## src/rtl/aux_mix_sampler.sv

```systemverilog
// rtl/aux_mix_sampler.sv - AUX_A/AUX_B channel mixer with box-car decimation and a single-entry PCM output register.
// Optional per-channel mute is enabled with the AUX_MUTE_EN macro.
module aux_mix_sampler #(
   parameter int LOG2_DECIM = 5,
   parameter int OUT_W      = 10
) (
   input  logic             CLK,
   input  logic             n_RES,
   input  logic [7:0]       AUX_A,
   input  logic [14:0]      AUX_B,
`ifdef AUX_MUTE_EN
   input  logic [4:0]       MUTE,
`endif
   input  logic             SAMPLE_EN,
   output logic [OUT_W-1:0] PCM,
   output logic             PCM_VALID,
   input  logic             PCM_READY,
   output logic             OVERRUN,
   input  logic             OVR_CLR
);

   localparam int AW    = 10 + LOG2_DECIM;
   localparam int CW    = (LOG2_DECIM > 0) ? LOG2_DECIM : 1;
   localparam int DECIM = 1 << LOG2_DECIM;

   logic [4:0]  mute;
`ifdef AUX_MUTE_EN
   assign mute = MUTE;
`else
   assign mute = 5'd0;
`endif

   logic [3:0]  sqa, sqb, tri_l, rnd;
   logic [6:0]  dmc;
   logic [9:0]  mix;

   assign sqa   = mute[0] ? 4'd0 : AUX_A[3:0];
   assign sqb   = mute[1] ? 4'd0 : AUX_A[7:4];
   assign tri_l = mute[2] ? 4'd0 : AUX_B[3:0];
   assign rnd   = mute[3] ? 4'd0 : AUX_B[7:4];
   assign dmc   = mute[4] ? 7'd0 : AUX_B[14:8];

   // Worst case is 831, so 10 bits never wrap.
   assign mix = (10'(sqa) + 10'(sqb)) * 10'd8 + 10'(tri_l) * 10'd9
              + 10'(rnd) * 10'd5 + 10'(dmc) * 10'd3;

   logic [9:0]    mix_r;
   logic          v1;
   logic [AW-1:0] acc;
   logic [CW-1:0] cnt;
   logic [9:0]    avg_r;
   logic          done_r;
   logic [AW-1:0] sum;
   logic          last;

   assign last = (cnt == CW'(DECIM - 1));
   assign sum  = acc + AW'(mix_r);

   always_ff @(posedge CLK or negedge n_RES) begin
      if (!n_RES) begin
         mix_r <= '0;
         v1    <= 1'b0;
      end else begin
         v1 <= SAMPLE_EN;
         if (SAMPLE_EN)
            mix_r <= mix;
      end
   end

   // The completed average is registered once more so the output register
   // is written two edges after the edge that took the last sample.
   always_ff @(posedge CLK or negedge n_RES) begin
      if (!n_RES) begin
         acc    <= '0;
         cnt    <= '0;
         avg_r  <= '0;
         done_r <= 1'b0;
      end else begin
         done_r <= v1 && last;
         if (v1) begin
            if (last) begin
               acc   <= '0;
               cnt   <= '0;
               avg_r <= sum[AW-1:LOG2_DECIM];
            end else begin
               acc <= sum;
               cnt <= cnt + CW'(1);
            end
         end
      end
   end

   logic [OUT_W-1:0] aligned;
   logic             consume, load, drop;

   assign aligned = OUT_W'(avg_r) << (OUT_W - 10);
   assign consume = PCM_VALID && PCM_READY;
   assign load    = done_r && (!PCM_VALID || consume);
   assign drop    = done_r && PCM_VALID && !PCM_READY;

   always_ff @(posedge CLK or negedge n_RES) begin
      if (!n_RES) begin
         PCM       <= '0;
         PCM_VALID <= 1'b0;
         OVERRUN   <= 1'b0;
      end else begin
         if (load) begin
            PCM       <= aligned;
            PCM_VALID <= 1'b1;
         end else if (consume) begin
            PCM_VALID <= 1'b0;
         end
         if (drop)
            OVERRUN <= 1'b1;
         else if (OVR_CLR)
            OVERRUN <= 1'b0;
      end
   end

endmodule

```

## config.mk

```make
export PLATFORM = sky130hd
export DESIGN_NAME = aux_mix_sampler
export DESIGN_NICKNAME = d
export VERILOG_FILES = /design/src/rtl/aux_mix_sampler.sv
export SDC_FILE = /design/constraint.sdc
export NUM_CORES = 1
export LEC_CHECK = 0
export ABC_AREA = 1
export BUFFER_PORTS_ARGS = -buffer_cell sky130_fd_sc_hd__buf_2
export CAP_MARGIN = 30
export CORE_MARGIN = 5
export CORE_UTILIZATION = 56
export CTS_BUF_LIST = sky130_fd_sc_hd__clkbuf_4 sky130_fd_sc_hd__clkbuf_8
export DETAILED_ROUTE_END_ITERATION = 16
export GPL_TIMING_DRIVEN = 0
export PLACE_DENSITY = 0.77
export SETUP_SLACK_MARGIN = 0.05
export SYNTH_ARGS = -nofsm -noshare
export SYNTH_HDL_FRONTEND = slang
export SYNTH_SLANG_ARGS = --single-unit
```

## constraint.sdc

```tcl
create_clock -name CLK -period 1.5 [get_ports CLK]
set_input_delay 0.075 -clock CLK [delete_from_list [all_inputs] [get_ports CLK]]
set_output_delay 0.075 -clock CLK [all_outputs]
set_load 0.01 [all_outputs]
```

==> results.sh <==
export IMPL_status="complete, but fails checks"
export IMPL_violations="negative setup slack"
export IMPL_syn_avg_cell_area_um2=8.230
export IMPL_clock_sinks=54
export IMPL_die_w_um=94.08
export IMPL_design_area_mm2=0.005582
export IMPL_dr_total_vias=3912
export IMPL_die_height_um=94.08
export IMPL_ios=40
export IMPL_crit_slowest_cell="fa_2"
export IMPL_synth_ff_type="dfrtp_1"
export IMPL_fin_skew_ps=10.43
export IMPL_grt_pass1_wl_um=17420
export IMPL_hold_ws_ps=18.96
export IMPL_cp_start_kind="input port"
export IMPL_syn_inst=481
export IMPL_cp_max_fo=2
export IMPL_cts_root_buffer="clkbuf_8"
export IMPL_synth_area_mm2=0.003959
export IMPL_end_kind="flop"
export IMPL_multiInputGateArea_mm2=0.002962
export IMPL_grt_pass1_vias=3851
export IMPL_crit_path_start="AUX_B[11]"
export IMPL_grt_usage=0.2482
export IMPL_synth_cell_types=32
export IMPL_grt_remaining_overflow=0
export IMPL_setup_slack_ps=-1751
export IMPL_layout_commonest_cell="nand2_1"
export IMPL_cap_viol_max_count=0
export IMPL_fin_total_pwr_mw=12.27
export IMPL_final_max_slew_viol_count=0
export IMPL_irDropWorstVdd_mv=1.342
export IMPL_coreArea_mm2=0.006832
export IMPL_drc=0
export IMPL_portBuffers=39
export IMPL_synth_nets=574
export IMPL_cts_made_buffers=5
export IMPL_regArea_mm2=0.001353
export IMPL_vias_per_cell=5.892
export IMPL_hold_violations=0
export IMPL_clk_latency_ps=320
export IMPL_grt_start_max_net_pins=34
export IMPL_layout_common_cells="88 x nand2_1, 70 x inv_1, 53 x dfrtp_1, 37 x buf_2, 33 x nand2_2"
export IMPL_wl_per_cell_um=19.57
export IMPL_htree_num_levels=2
export IMPL_start_util=0.5795
export IMPL_critical_path_cell_chain="buf_8 > fa_2 > fa_1 > ha_4 > fa_1 > inv_1 > fa_1 > inv_2 > ha_4 > inv_2 > fa_2 > inv_2 > nand4_1 > nand3_1 > nand2_1 > nand3_2 > nand2_1"
export IMPL_crit_path_max_incr_delay_ps=560
export IMPL_synth_seq_area_share=0.3413
export IMPL_rows=30
export IMPL_nets=660
export IMPL_yosys_warnings=0
export IMPL_async_reset_ff_frac=1.000
export IMPL_drive_gt1_frac=0.4525
export IMPL_post_route_period_util=2.168
export IMPL_cts_buffer_depth=2
export IMPL_synth_edf_count=0
export IMPL_worst_pin_slew_ps=543.9
export IMPL_crit_type="in -> reg"
export IMPL_antenna_cells=0
export IMPL_setup_viol=33
export IMPL_hpwlAfterDp_um=6400
export IMPL_relSlewSlack=0.6374
export IMPL_place_congestion=0.8672
export IMPL_ys_seq_elements=54
export IMPL_critical_path_arrival_ps=3470
export IMPL_drt_iter0_markers=445
export IMPL_wirelength_um=13000
export IMPL_first_pass_iters=6
export IMPL_rsz0062_at_grt="yes"
export IMPL_hold_start="PCM_READY"
export IMPL_hp_class="in -> reg"
export IMPL_n_fill_cell=382
export IMPL_antenna_found_initial=0
export IMPL_drtAntennaViolNets=0
export IMPL_regToRegStartpoint="mix_r[7]$_DFFE_PN0P_"
export IMPL_cellLeakagePower_nw=2.923
export IMPL_placed_cell_area_mm2=0.004382
export IMPL_fin_crit_ps=3251
export IMPL_clk_pin_slew_ps=100
export IMPL_die_area_mm2=0.008851
export IMPL_cts_tree="done"
export IMPL_syn_to_final_growth_pct=40.99
export IMPL_crit_required_ps=1720
export IMPL_fmax_mhz=307.6
export IMPL_power_density_mw_per_mm2=2198
## layer usage
metal / routed length (µm) / global-route usage / vias up
met5: 0 / 0 / -
met4: 903 / 0.1348 / 0
met3: 1013 / 0.04407 / 100
met2: 6564 / 0.4506 / 295
met1: 4514 / 0.2715 / 1842
li1: - / - / 1675
## layout make-up
type                            count  share of cell area
Tap cell                           96             0.02152
Buffer                              8             0.01121
Inverter                           98             0.06815
Multi-Input combinational cell    321              0.5306
Timing Repair Buffer               79              0.1054
Clock inverter                      3            0.008518
Clock buffer                        5             0.01233
Sequential cell                    54              0.2423
## logic make-up (layout without fill, tap and decap cells)
family	after synthesis	after routing	share of synthesized area
flops	54	54	0.3413
compound gates	39	39	0.05342
fa+ha+maj	65	65	0.2472
xor+xnor	5	5	0.01106
simple gates	204	204	0.2174
mux	8	8	0.02276
buf+inv	106	193	0.1068
## metrics by stage
stage          worst slack (ps)  setup TNS, ps    util  instances
4_1_cts                   -1745         -13460  0.7544        653
2_1_floorplan             -1827         -12590       -        481
5_1_grt                   -1881         -17990  0.8170        664
3_5_place_dp              -2107         -17820  0.6414        617
6_report                  -1751         -16450  0.8170        664
3_3_place_gp              -2086         -16570  0.6385        616
## synthesized netlist by cell type (3+ instances only)
cell type	number	share of area
mux2_2	8	0.023
nand3_1	34	0.043
o21ai_1	4	0.0051
xnor2_1	3	0.0066
dfrtp_1	54	0.34
nand2_1	137	0.13
o21ai_0	15	0.019
a21oi_1	12	0.015
nand4_1	8	0.013
buf_2	3	0.0038
inv_1	96	0.091
nor2_1	12	0.011
fa_1	22	0.11
ha_1	43	0.14
nor3_1	4	0.0051
## flip-flops by register name (all words and copies together) (netlist names), 5 cells and up
name     count
PCM         10
cnt          5
acc         15
aligned     10
mix_r       10
## repair_timing
| action | 4_1_cts | 5_1_grt |
|---|---|---|
| hold endpoints to repair | 23 | 0 |
| cloned | 1 | 1 |
| setup buffers | 24 | 11 |
| pin swaps | 62 | 58 |
| hold buffers | 3 | 0 |
| resized for setup | 106 | 91 |
| setup endpoints to repair | 35 | 36 |
## path summary, 6_finish.rpt
check,end,slack [ps],cells past startpoint
min in group asynchronous,cnt[1]$_DFFE_PN0P_,260,2
worst max register to register,aligned[3]$_DFFE_PN0P_,-300,9
worst min-delay path,PCM_VALID$_DFFE_PN0P_,20,4
worst min register to register,cnt[3]$_DFFE_PN0P_,490,1
max in group asynchronous,acc[7]$_DFFE_PN0P_,680,3
worst max-delay path,mix_r[9]$_DFFE_PN0P_,-1750,17
## worst max-delay path, delay by kind of cell
kind          cells  cell delay [ps]
fa+ha+maj         7             2690
buf+inv           5              350
simple gates      5              340
## where the power goes
part | switching (mW) | internal, mW | leakage, nW | total [mW]
clock network | 0.523 | 0.507 | 0.0587 | 1.03
registers | 0.514 | 1.93 | 0.696 | 2.44
logic | 5.02 | 3.78 | 2.17 | 8.80
No activity file was read; power rests on OpenSTA's default activity.
